File: config.mk
export PLATFORM = sky130hd
export DESIGN_NAME = cp0_ctrl
export DESIGN_NICKNAME = d
export VERILOG_FILES = /design/src/rtl/cp0_pkg.sv /design/src/rtl/cp0_timer.sv /design/src/rtl/cp0_ctrl.sv
export SDC_FILE = /design/constraint.sdc
export NUM_CORES = 1
export LEC_CHECK = 0
export CAP_MARGIN = 20
export CORE_MARGIN = 2
export CORE_UTILIZATION = 30
export DETAILED_ROUTE_END_ITERATION = 6
export MAX_ROUTING_LAYER = met4
export PLACE_DENSITY = 0.56
export SLEW_MARGIN = 20
export SYNTH_ARGS = -nofsm -noshare
export SYNTH_HDL_FRONTEND = slang
export SYNTH_SLANG_ARGS = --single-unit
File: constraint.sdc
create_clock -name clk_i -period 4.02 [get_ports clk_i]
set_input_delay 0.804 -clock clk_i [delete_from_list [all_inputs] [get_ports clk_i]]
set_output_delay 0.804 -clock clk_i [all_outputs]
set_load 0.1 [all_outputs]
File: src/rtl/cp0_pkg.sv
// Shared constants for the CP0 control block: register numbers, exception codes,
// Status/Cause field positions and reset values.
package cp0_pkg;

  localparam logic [4:0] RegBadVAddr = 5'd8;
  localparam logic [4:0] RegCount    = 5'd9;
  localparam logic [4:0] RegCompare  = 5'd11;
  localparam logic [4:0] RegStatus   = 5'd12;
  localparam logic [4:0] RegCause    = 5'd13;
  localparam logic [4:0] RegEpc      = 5'd14;
  localparam logic [4:0] RegPrid     = 5'd15;
  localparam logic [4:0] RegConfig   = 5'd16;

  typedef enum logic [4:0] {
    ExcInt  = 5'd0,
    ExcAdel = 5'd4,
    ExcAdes = 5'd5,
    ExcSys  = 5'd8,
    ExcBp   = 5'd9,
    ExcRi   = 5'd10,
    ExcOv   = 5'd12
  } exc_code_e;

  localparam int unsigned StatusIe    = 0;
  localparam int unsigned StatusExl   = 1;
  localparam int unsigned StatusImLo  = 8;
  localparam int unsigned StatusBev   = 22;
  localparam int unsigned CauseExcLo  = 2;
  localparam int unsigned CauseIpLo   = 8;
  localparam int unsigned CauseTi     = 30;
  localparam int unsigned CauseBd     = 31;

  localparam logic [31:0] StatusRst = 32'h0040_0000;
  localparam logic [31:0] ConfigRst = 32'h0000_8000;

endpackage

File: src/rtl/cp0_timer.sv
// Count register with prescaler, plus Compare/TI when CP0_TIMER_EN is defined.
// Without CP0_TIMER_EN only Count runs; Compare and TI read as zero.
import cp0_pkg::*;

module cp0_timer #(
  parameter int unsigned WIDTH     = 32,
  parameter int unsigned COUNT_DIV = 2
) (
  input  logic             clk_i,
  input  logic             rst_ni,
  input  logic             count_we_i,
  input  logic             compare_we_i,
  input  logic [WIDTH-1:0] wdata_i,
  output logic [WIDTH-1:0] count_o,
  output logic [WIDTH-1:0] compare_o,
  output logic             ti_o
);

  localparam int unsigned PresW = (COUNT_DIV > 1) ? $clog2(COUNT_DIV) : 1;

  logic [PresW-1:0] presc_q, presc_d;
  logic [WIDTH-1:0] count_q, count_d;
  logic             roll;

  assign roll = (presc_q == PresW'(COUNT_DIV - 1));

  // A Count load restarts the prescaler and overrides the increment.
  always_comb begin
    presc_d = roll ? '0 : presc_q + PresW'(1);
    count_d = roll ? count_q + WIDTH'(1) : count_q;
    if (count_we_i) begin
      presc_d = '0;
      count_d = wdata_i;
    end
  end

  always_ff @(posedge clk_i or negedge rst_ni) begin
    if (!rst_ni) begin
      presc_q <= '0;
      count_q <= '0;
    end else begin
      presc_q <= presc_d;
      count_q <= count_d;
    end
  end

  assign count_o = count_q;

`ifdef CP0_TIMER_EN
  logic [WIDTH-1:0] compare_q, compare_d;
  logic             ti_q, ti_d;

  // Writing Compare acknowledges the timer and beats a same-cycle match.
  always_comb begin
    compare_d = compare_we_i ? wdata_i : compare_q;
    ti_d      = ti_q | (roll && (count_q == compare_q));
    if (compare_we_i) ti_d = 1'b0;
  end

  always_ff @(posedge clk_i or negedge rst_ni) begin
    if (!rst_ni) begin
      compare_q <= '0;
      ti_q      <= 1'b0;
    end else begin
      compare_q <= compare_d;
      ti_q      <= ti_d;
    end
  end

  assign compare_o = compare_q;
  assign ti_o      = ti_q;
`else
  logic unused_compare_we;
  assign unused_compare_we = compare_we_i;
  assign compare_o         = '0;
  assign ti_o              = 1'b0;
`endif

endmodule

File: src/rtl/cp0_ctrl.sv
// MIPS CP0 register set with exception entry/ERET, hardware interrupts and Count timer.
// Compare/TI timer interrupt is built only when CP0_TIMER_EN is defined.
import cp0_pkg::*;

module cp0_ctrl #(
  parameter int unsigned     WIDTH     = 32,
  parameter int unsigned     HW_IRQ_N  = 6,
  parameter int unsigned     COUNT_DIV = 2,
  parameter logic [WIDTH-1:0] PRID_VAL = WIDTH'(32'h0000_4220)
) (
  input  logic                clk_i,
  input  logic                rst_ni,
  input  logic                mtc0_we_i,
  input  logic [4:0]          mtc0_addr_i,
  input  logic [WIDTH-1:0]    mtc0_wdata_i,
  input  logic [4:0]          raddr_i,
  output logic [WIDTH-1:0]    rdata_o,
  input  logic [HW_IRQ_N-1:0] hw_int_i,
  input  logic                exc_valid_i,
  input  logic [4:0]          exc_code_i,
  input  logic [WIDTH-1:0]    exc_pc_i,
  input  logic                exc_bd_i,
  input  logic                exc_bad_we_i,
  input  logic [WIDTH-1:0]    exc_badvaddr_i,
  input  logic                eret_i,
  output logic [WIDTH-1:0]    epc_o,
  output logic [WIDTH-1:0]    status_o,
  output logic [WIDTH-1:0]    cause_o,
  output logic                exl_o,
  output logic                int_req_o
);

  logic [WIDTH-1:0] badvaddr_q, badvaddr_d, epc_q, epc_d;
  logic [7:0]       im_q, im_d;
  logic             exl_q, exl_d, ie_q, ie_d, bd_q, bd_d;
  logic [4:0]       exc_code_q, exc_code_d;
  logic [1:0]       ip_sw_q, ip_sw_d;
  logic [5:0]       ip_hw_q, ip_hw_d;

  logic             mtc0_en, count_we, compare_we, ti;
  logic [WIDTH-1:0] count, compare;
  logic [7:0]       cause_ip;
  logic [31:0]      status_w, cause_w;

  // Exception and ERET commits swallow any same-cycle MTC0.
  assign mtc0_en    = mtc0_we_i & ~exc_valid_i & ~eret_i;
  assign count_we   = mtc0_en && (mtc0_addr_i == RegCount);
  assign compare_we = mtc0_en && (mtc0_addr_i == RegCompare);

  cp0_timer #(
    .WIDTH     (WIDTH),
    .COUNT_DIV (COUNT_DIV)
  ) u_timer (
    .clk_i        (clk_i),
    .rst_ni       (rst_ni),
    .count_we_i   (count_we),
    .compare_we_i (compare_we),
    .wdata_i      (mtc0_wdata_i),
    .count_o      (count),
    .compare_o    (compare),
    .ti_o         (ti)
  );

  always_comb begin
    badvaddr_d = badvaddr_q;
    epc_d      = epc_q;
    im_d       = im_q;
    exl_d      = exl_q;
    ie_d       = ie_q;
    bd_d       = bd_q;
    exc_code_d = exc_code_q;
    ip_sw_d    = ip_sw_q;
    ip_hw_d    = 6'(hw_int_i);
    if (exc_valid_i) begin
      // Nested exceptions keep the original return point.
      if (!exl_q) begin
        epc_d = exc_bd_i ? exc_pc_i - WIDTH'(4) : exc_pc_i;
        bd_d  = exc_bd_i;
      end
      exc_code_d = exc_code_i;
      exl_d      = 1'b1;
      if (exc_bad_we_i) badvaddr_d = exc_badvaddr_i;
    end else if (eret_i) begin
      exl_d = 1'b0;
    end else if (mtc0_we_i) begin
      case (mtc0_addr_i)
        RegBadVAddr: badvaddr_d = mtc0_wdata_i;
        RegEpc:      epc_d      = mtc0_wdata_i;
        RegStatus: begin
          im_d  = mtc0_wdata_i[15:8];
          exl_d = mtc0_wdata_i[1];
          ie_d  = mtc0_wdata_i[0];
        end
        RegCause:    ip_sw_d    = mtc0_wdata_i[9:8];
        default:     ;
      endcase
    end
  end

  always_ff @(posedge clk_i or negedge rst_ni) begin
    if (!rst_ni) begin
      badvaddr_q <= '0;
      epc_q      <= '0;
      im_q       <= '0;
      exl_q      <= 1'b0;
      ie_q       <= 1'b0;
      bd_q       <= 1'b0;
      exc_code_q <= '0;
      ip_sw_q    <= '0;
      ip_hw_q    <= '0;
    end else begin
      badvaddr_q <= badvaddr_d;
      epc_q      <= epc_d;
      im_q       <= im_d;
      exl_q      <= exl_d;
      ie_q       <= ie_d;
      bd_q       <= bd_d;
      exc_code_q <= exc_code_d;
      ip_sw_q    <= ip_sw_d;
      ip_hw_q    <= ip_hw_d;
    end
  end

  assign cause_ip = {ip_hw_q[5] | ti, ip_hw_q[4:0], ip_sw_q};

  always_comb begin
    status_w                       = StatusRst;
    status_w[StatusImLo +: 8]      = im_q;
    status_w[StatusExl]            = exl_q;
    status_w[StatusIe]             = ie_q;
    cause_w                        = '0;
    cause_w[CauseBd]               = bd_q;
    cause_w[CauseTi]               = ti;
    cause_w[CauseIpLo +: 8]        = cause_ip;
    cause_w[CauseExcLo +: 5]       = exc_code_q;
  end

  always_comb begin
    rdata_o = '0;
    case (raddr_i)
      RegBadVAddr: rdata_o = badvaddr_q;
      RegCount:    rdata_o = count;
      RegCompare:  rdata_o = compare;
      RegStatus:   rdata_o = WIDTH'(status_w);
      RegCause:    rdata_o = WIDTH'(cause_w);
      RegEpc:      rdata_o = epc_q;
      RegPrid:     rdata_o = PRID_VAL;
      RegConfig:   rdata_o = WIDTH'(ConfigRst);
      default:     rdata_o = '0;
    endcase
  end

  assign epc_o     = epc_q;
  assign status_o  = WIDTH'(status_w);
  assign cause_o   = WIDTH'(cause_w);
  assign exl_o     = exl_q;
  assign int_req_o = ie_q & ~exl_q & (|(cause_ip & im_q));

endmodule
==> impl_metrics.env, run 1 <==
export IMPL_cts_max_level=4
export IMPL_p_per_area_nw_per_um2=459
export IMPL_place_ws_ns=0.337
export IMPL_start_util=0.305
export IMPL_drc_errors=0
export IMPL_numCtsBuffers=17
export IMPL_grt_first_pass_wirelength_um=42400
export IMPL_worstSetupEndpointType="output port"
export IMPL_place_area_um2=10100
export IMPL_use_met3=0.0401
export IMPL_slew_headroom=0.289
export IMPL_ant_nets=0
export IMPL_synth_area_um2=7410
export IMPL_area_growth_pct=44.1
export IMPL_setup_violations_final=0
export IMPL_port_buffers=213
export IMPL_drtIter0Drc=568
export IMPL_cp_start_kind="input port"
export IMPL_critPathMaxFanout=34
export IMPL_cts_hold_buf=0
export IMPL_met2_usage=0.327
export IMPL_rows=57
export IMPL_post_cts_setup_buffers=0
export IMPL_ir_drop_v=0.000326
export IMPL_crit_arrival_ns=2.94
export IMPL_synth_cells=820
export IMPL_ys_ff_latch=121
export IMPL_clk_latency_ns=0.42
export IMPL_dp_hpwl_um=22000
export IMPL_ys_seq_area_frac=0.409
export IMPL_crit_chain="clkdlybuf4s50_1, nor2b_1, nor3b_4, buf_4, a222oi_1, a21oi_1, buf_12"
export IMPL_antenna_found_initial=6
export IMPL_cts_tree="yes"
export IMPL_max_freq_mhz=267
export IMPL_period_needed_ns=3.74
export IMPL_design_area_um2=10700
export IMPL_finalCritPeriodShare=0.931
export IMPL_met1_usage=0.318
export IMPL_whs_ns=0.332
export IMPL_maxSlewViolCount=0
export IMPL_drive_above_1_share=0.119
export IMPL_fin_skew_ns=0.00938
export IMPL_clockRootBuffer="clkbuf_16"
export IMPL_cts_buffer_depth=2
export IMPL_hold_violations=0
export IMPL_clkTransAtPathRegs_ns=0.06
export IMPL_dieArea_um2=26000
export IMPL_placed_cells=1318
export IMPL_grt_pass1_vias=6688
export IMPL_chipWidth_um=161
export IMPL_cap_violations=0
export IMPL_cpMaxStageDelayCell="clkdlybuf4s50_1"
export IMPL_via_count=7014
export IMPL_vias_per_cell=5.18
export IMPL_ios=254
export IMPL_place_gp_congestion=0.903
export IMPL_gr_usage_all_layers=0.225
export IMPL_setup_ws_ns=0.277
export IMPL_yosysTopAreaCell="dfrtp_1"
export IMPL_cts_resized=0
export IMPL_grt_max_degree=89
export IMPL_rsz0062_at_grt="no"
export IMPL_synth_most_common_cell="dfrtp_1"
export IMPL_critPathKind="input port to output port"
export IMPL_timing_setup_tns_ns=0
export IMPL_slowest_delay_ns=0.49
export IMPL_stdcell_count=1355
export IMPL_busiest_layer="met2"
export IMPL_num_nets_final=1139
export IMPL_tightest_slew_ns=1.06
export IMPL_core_um2=24300
export IMPL_critPathRequiredTime_ns=3.22
export IMPL_async_flop_share=1.00
export IMPL_synth_ff_type="dfrtp_1"
export IMPL_synth_area_top_cells="dfrtp_1, a21oi_1, nor2_1, buf_4, mux2i_1"
export IMPL_drt_wl_total_um=28600
export IMPL_syn_avg_cell_area_um2=9.04
export IMPL_yosysUniqueCellTypes=67
export IMPL_fp_dieH_um=161
export IMPL_reg2reg_depth=5
export IMPL_synth_top_area_share=0.409
export IMPL_status="complete, no violations"
export IMPL_routedWlPerCell_um=21.1
export IMPL_netlist_top_cells_count="dfrtp_1, a21oi_1, nor2_1"
export IMPL_p_leak_nw=4.25
export IMPL_synth_edf_count=0
export IMPL_first_pass_iters=7
export IMPL_r2r_setup_slack_ns=1.96
export IMPL_gr_total_overflow=0
export IMPL_hold_path_class="input port to asynchronous set/reset pin"
export IMPL_clock_sinks=121
export IMPL_yosysWarningCount=0
==> worst paths after layout <==
kind,from,end
worst max-delay path,raddr_i[3],rdata_o[12]
worst min-delay path,rst_ni,badvaddr_q[10]$_DFFE_PN0P_
worst max register to register,u_timer.count_o[8]$_DFFE_PN0N_,u_timer.count_o[25]$_DFFE_PN0N_
worst min register to register,badvaddr_q[3]$_DFFE_PN0P_,badvaddr_q[3]$_DFFE_PN0P_
max in group asynchronous,rst_ni,u_timer.count_o[25]$_DFFE_PN0N_
min in group clk_i,badvaddr_q[3]$_DFFE_PN0P_,badvaddr_q[3]$_DFFE_PN0P_
==> layout by cell type (no fill, tap or decap), drive strengths merged, types with 18 or more instances in the layout <==
cell             n
dfrtp          121
clkbuf          20
xnor2           22
buf             53
nand2           50
nor2            87
conb            40
a21oi           98
o21ai           47
mux2i           32
xor2            34
clkdlybuf4s50  178
nand3           18
a22oi           36
==> logic make-up (layout without fill, tap and decap cells) <==
kind of cell | Yosys count | after routing | synth area share
flip-flops | 121 | 121 | 0.409
other | 2 | 45 | 0.00101
AND/OR/NAND/NOR | 267 | 267 | 0.194
buffers and inverters | 101 | 269 | 0.0748
adder cells (fa/ha/maj) | 2 | 2 | 0.00338
XOR/XNOR | 56 | 56 | 0.0662
multiplexers | 48 | 48 | 0.0675
AO/OA/AOI/OAI | 223 | 223 | 0.184
==> flip-flops by register name, indices dropped and copies added, names as in the netlist <==
| name | cells |
|---|---|
| badvaddr_q | 32 |
| bd_q | 1 |
| epc_o | 32 |
| exc_code_q | 5 |
| exl_o | 1 |
| ie_q | 1 |
| im_q | 8 |
| ip_hw_q | 6 |
| ip_sw_q | 2 |
| u_timer.count_o | 32 |
| u_timer.presc_q | 1 |
==> cell type report <==
| cell class | instances | area (um^2) |
|---|---|---|
| inverters | 6 | 22.5 |
| repair buffers | 231 | 2630 |
| clock inverters | 12 | 119 |
| well taps | 324 | 405 |
| fillers | 2409 | 13600 |
| multi-input cells | 636 | 4010 |
| flip-flops and latches | 121 | 3030 |
| diodes | 5 | 12.5 |
| clock buffers | 20 | 457 |
==> through the flow <==
stage | power [mW] | utilization
detailed placement | 3.43 | 0.415
global route | 5.08 | 0.439
global placement | 3.42 | 0.415
CTS | 4.92 | 0.439
finish | 4.90 | 0.439
floorplan | 2.85 | -
==> critical path: cells and delay by family <==
family / cells / cell delay, ns
AOI/OAI and AO/OA: 2 / 0.49
buffers and inverters: 3 / 1.11
and+or+nand+nor: 2 / 0.52
==> report_power, final <==
group / switching [mW] / internal (mW) / total [mW]
combinational: 1.23 / 0.506 / 1.74
sequential: 0.261 / 1.42 / 1.68
clock: 0.602 / 0.889 / 1.49
==> routing by layer <==
layer	part of all wire	vias up
met5	0	-
met4	0.017	0
met2	0.45	277
li1	-	3291
met3	0.059	23
met1	0.48	3423
(Power assumes the default switching activity.)
==> inputs of run 2 (changes only) <==
--- a/config.mk
+++ b/config.mk
@@ -11,7 +11,6 @@
 export DETAILED_ROUTE_END_ITERATION = 6
 export MAX_ROUTING_LAYER = met4
 export PLACE_DENSITY = 0.56
-export SLEW_MARGIN = 20
 export SYNTH_ARGS = -nofsm -noshare
 export SYNTH_HDL_FRONTEND = slang
 export SYNTH_SLANG_ARGS = --single-unit
==> results of run 2 <==
The final DEF is identical to that of run 1; final timing and power are the same.
==> inputs of run 3 (changes only) <==
--- a/config.mk
+++ b/config.mk
@@ -5,12 +5,14 @@
 export SDC_FILE = /design/constraint.sdc
 export NUM_CORES = 1
 export LEC_CHECK = 0
+export ABC_AREA = 1
 export CAP_MARGIN = 20
 export CORE_MARGIN = 2
 export CORE_UTILIZATION = 30
 export DETAILED_ROUTE_END_ITERATION = 6
 export MAX_ROUTING_LAYER = met4
-export PLACE_DENSITY = 0.56
+export PLACE_DENSITY_LB_ADDON = 0.12
 export SYNTH_ARGS = -nofsm -noshare
 export SYNTH_HDL_FRONTEND = slang
 export SYNTH_SLANG_ARGS = --single-unit
+export TNS_END_PERCENT = 5
==> run 3 against run 2 <==
Register-to-register slack better by 0.06 ns. Critical endpoint is now rdata_o[1]. Wire length is 20% higher. Power is 6.5% higher. Synthesized area is 9.7% higher.
==> impl_metrics.env, run 3 <==
export IMPL_netlist_top_cells_count="nand2_1, inv_1, dfrtp_1"
export IMPL_gr_total_overflow=0
export IMPL_nFillCells=2723
export IMPL_setup_violations_final=0
export IMPL_numCtsBuffers=17
export IMPL_core_um2=26800
export IMPL_comb_power_share=0.386
export IMPL_via_count=8367
export IMPL_routedWlPerCell_um=20.2
export IMPL_post_cts_setup_buffers=0
export IMPL_p_switching_mw=2.31
export IMPL_start_util=0.303
export IMPL_power_internal_mw=2.92
export IMPL_reg2reg_depth=8
export IMPL_diodes=0
export IMPL_synth_area_um2=8130
export IMPL_timing_setup_tns_ns=0
export IMPL_cp_start_kind="input port"
export IMPL_critPathKind="input port to output port"
export IMPL_ir_drop_v=0.000244
export IMPL_async_flop_share=1.00
export IMPL_slowest_delay_ns=0.48
export IMPL_grt_pass1_vias=8433
export IMPL_maxSlewViolCount=0
export IMPL_crit_arrival_ns=2.90
export IMPL_p_per_area_nw_per_um2=462
export IMPL_fin_skew_ns=0.0102
export IMPL_power_frac_seq=0.323
export IMPL_rows=60
export IMPL_dp_hpwl_um=27000
export IMPL_num_nets_final=1477
export IMPL_crit_path_start="raddr_i[4]"
export IMPL_cpMaxStageDelayCell="clkdlybuf4s50_1"
export IMPL_status="complete, no violations"
export IMPL_timing_rr_end="u_timer.count_o[28]$_DFFE_PN0N_"
export IMPL_gr_usage_all_layers=0.252
export IMPL_cp_endpoint="rdata_o[1]"
export IMPL_p_leak_nw=4.93
export IMPL_r2r_start="u_timer.count_o[10]$_DFFE_PN0N_"
export IMPL_synth_top_area_share=0.373
export IMPL_swShare=0.442
export IMPL_synth_edf_count=0
export IMPL_yosysWarningCount=0
export IMPL_dieArea_um2=28400
export IMPL_max_freq_mhz=270
export IMPL_syn_avg_cell_area_um2=7.06
export IMPL_hold_violations=0
export IMPL_grt_first_pass_wirelength_um=51700
export IMPL_antenna_found_initial=0
export IMPL_tightest_slew_ns=1.06
export IMPL_synth_ff_type="dfrtp_1"
export IMPL_cts_resized=0
export IMPL_fp_dieH_um=169
export IMPL_cap_violations=0
export IMPL_pwr_share_clk=0.291
export IMPL_clk_latency_ns=0.43
export IMPL_finalCritPeriodShare=0.923
export IMPL_vias_per_cell=4.91
export IMPL_slew_headroom=0.294
export IMPL_cts_hold_buf=0
export IMPL_fin_total_pwr_mw=5.22
export IMPL_worstSetupEndpointType="output port"
export IMPL_ant_nets=0
export IMPL_whs_ns=0.301
export IMPL_grt_max_degree=96
export IMPL_crit_chain="clkdlybuf4s50_1, nor3b_1, nand2_1, buf_4, o22ai_1, a221o_1, buf_12"
export IMPL_cts_max_level=4
export IMPL_critPathRequiredTime_ns=3.22
export IMPL_drive_above_1_share=0.0873
export IMPL_drt_wl_total_um=34400
export IMPL_drtIter0Drc=595
export IMPL_r2r_setup_slack_ns=2.02
export IMPL_cts_buffer_depth=2
export IMPL_hold_path_class="input port to asynchronous set/reset pin"
export IMPL_clock_sinks=121
export IMPL_ys_seq_area_frac=0.373
export IMPL_first_pass_iters=5
export IMPL_port_buffers=213
export IMPL_drc_errors=0
export IMPL_final_common_cell="nand2_1"
export IMPL_clkTransAtPathRegs_ns=0.06
export IMPL_synth_most_common_cell="nand2_1"
export IMPL_period_needed_ns=3.71
export IMPL_cts_tree="yes"
export IMPL_chipWidth_um=169
export IMPL_clockRootBuffer="clkbuf_16"
export IMPL_synth_cells=1152
export IMPL_final_cell_mix="nand2_1, clkdlybuf4s50_1, inv_1"
export IMPL_area_growth_pct=39.1
export IMPL_synth_area_top_cells="dfrtp_1, nand2_1, inv_1, nor2_1, buf_4"
export IMPL_ios=254
export IMPL_yosysTopAreaCell="dfrtp_1"
export IMPL_ys_ff_latch=121
export IMPL_yosysUniqueCellTypes=48
export IMPL_place_gp_congestion=0.945
export IMPL_rsz0062_at_grt="no"
export IMPL_critPathMaxFanout=17
-- run 3: cell count changes after synthesis, sizes merged, moves of 32 or more --
cell / delta
a22oi: -36
nor2: +45
mux2i: -32
inv: +132
nand2: +277
nand3: +40
a21oi: -43
clkbuf: -32
-- run 3: area by class of cell --
cell class | count | area (um^2) | share of cell area
clock buffers | 23 | 478 | 0.0423
clock inverters | 8 | 95.1 | 0.00841
inverters | 138 | 518 | 0.0458
multi-input cells | 845 | 4170 | 0.369
flip-flops and latches | 121 | 3030 | 0.268
well taps | 341 | 427 | 0.0377
repair buffers | 228 | 2590 | 0.229
-- run 3: logic make-up after synthesis --
group,Yosys count,share of synthesized area
adders and majority gates,2,0.00308
buffers and inverters,224,0.132
and+or+nand+nor,560,0.294
AOI/OAI and AO/OA,205,0.156
DFF,121,0.373
xor gates and xnor gates,38,0.0409
other,2,0.000924
-- run 3: metrics by stage --
| stage | utilization | worst slack [ns] | area, um^2 | cells |
|---|---|---|---|---|
| 6_report | 0.422 | 0.311 | 11300 | 1704 |
| 5_1_grt | 0.422 | 0.195 | 11300 | 1704 |
| 4_1_cts | 0.422 | 0.349 | 11300 | 1704 |
| 3_5_place_dp | 0.401 | 0.350 | 10700 | 1673 |
| 3_3_place_gp | 0.401 | 0.424 | 10700 | 1673 |
| 2_1_floorplan | - | 0.112 | 8270 | 1190 |
-- run 3: worst max-delay path: cells and delay by family --
kind	cells	cell delay, ns
and+or+nand+nor	2	0.72
AOI/OAI and AO/OA	2	0.38
buffers and inverters	3	0.99
-- run 3: how the worst min path moves through the flow --
stage                                               start                              end  slack, ns  depth (start not counted)
after floorplan           u_timer.count_o[29]$_DFFE_PN0N_  u_timer.count_o[29]$_DFFE_PN0N_       0.47                          2
after global placement    u_timer.count_o[29]$_DFFE_PN0N_  u_timer.count_o[29]$_DFFE_PN0N_       0.48                          2
after detailed placement  u_timer.count_o[30]$_DFFE_PN0N_  u_timer.count_o[30]$_DFFE_PN0N_       0.49                          2
after CTS                                          rst_ni             ip_hw_q[5]$_DFF_PN0_       0.31                          1
after global routing                               rst_ni             ip_hw_q[4]$_DFF_PN0_       0.32                          1
final                                              rst_ni             ip_hw_q[4]$_DFF_PN0_       0.30                          1
-- run 3: layer usage --
| layer | GRT usage | vias up | part of all wire |
|---|---|---|---|
| li1 | - | 4077 | - |
| met1 | 0.339 | 3942 | 0.46 |
| met2 | 0.394 | 308 | 0.46 |
| met3 | 0.0397 | 40 | 0.056 |
| met4 | 0.0716 | 0 | 0.021 |
| met5 | - | - | 0 |
-- run 3: power groups by stage --
stage          clock [mW]  combinational, mW  sequential (mW)
3_5_place_dp            0               2.01             1.70
5_1_grt              1.60               2.13             1.71
2_1_floorplan           0              0.855             2.19
6_report             1.52               2.02             1.69
3_3_place_gp            0               2.01             1.70
4_1_cts              1.54               2.02             1.68
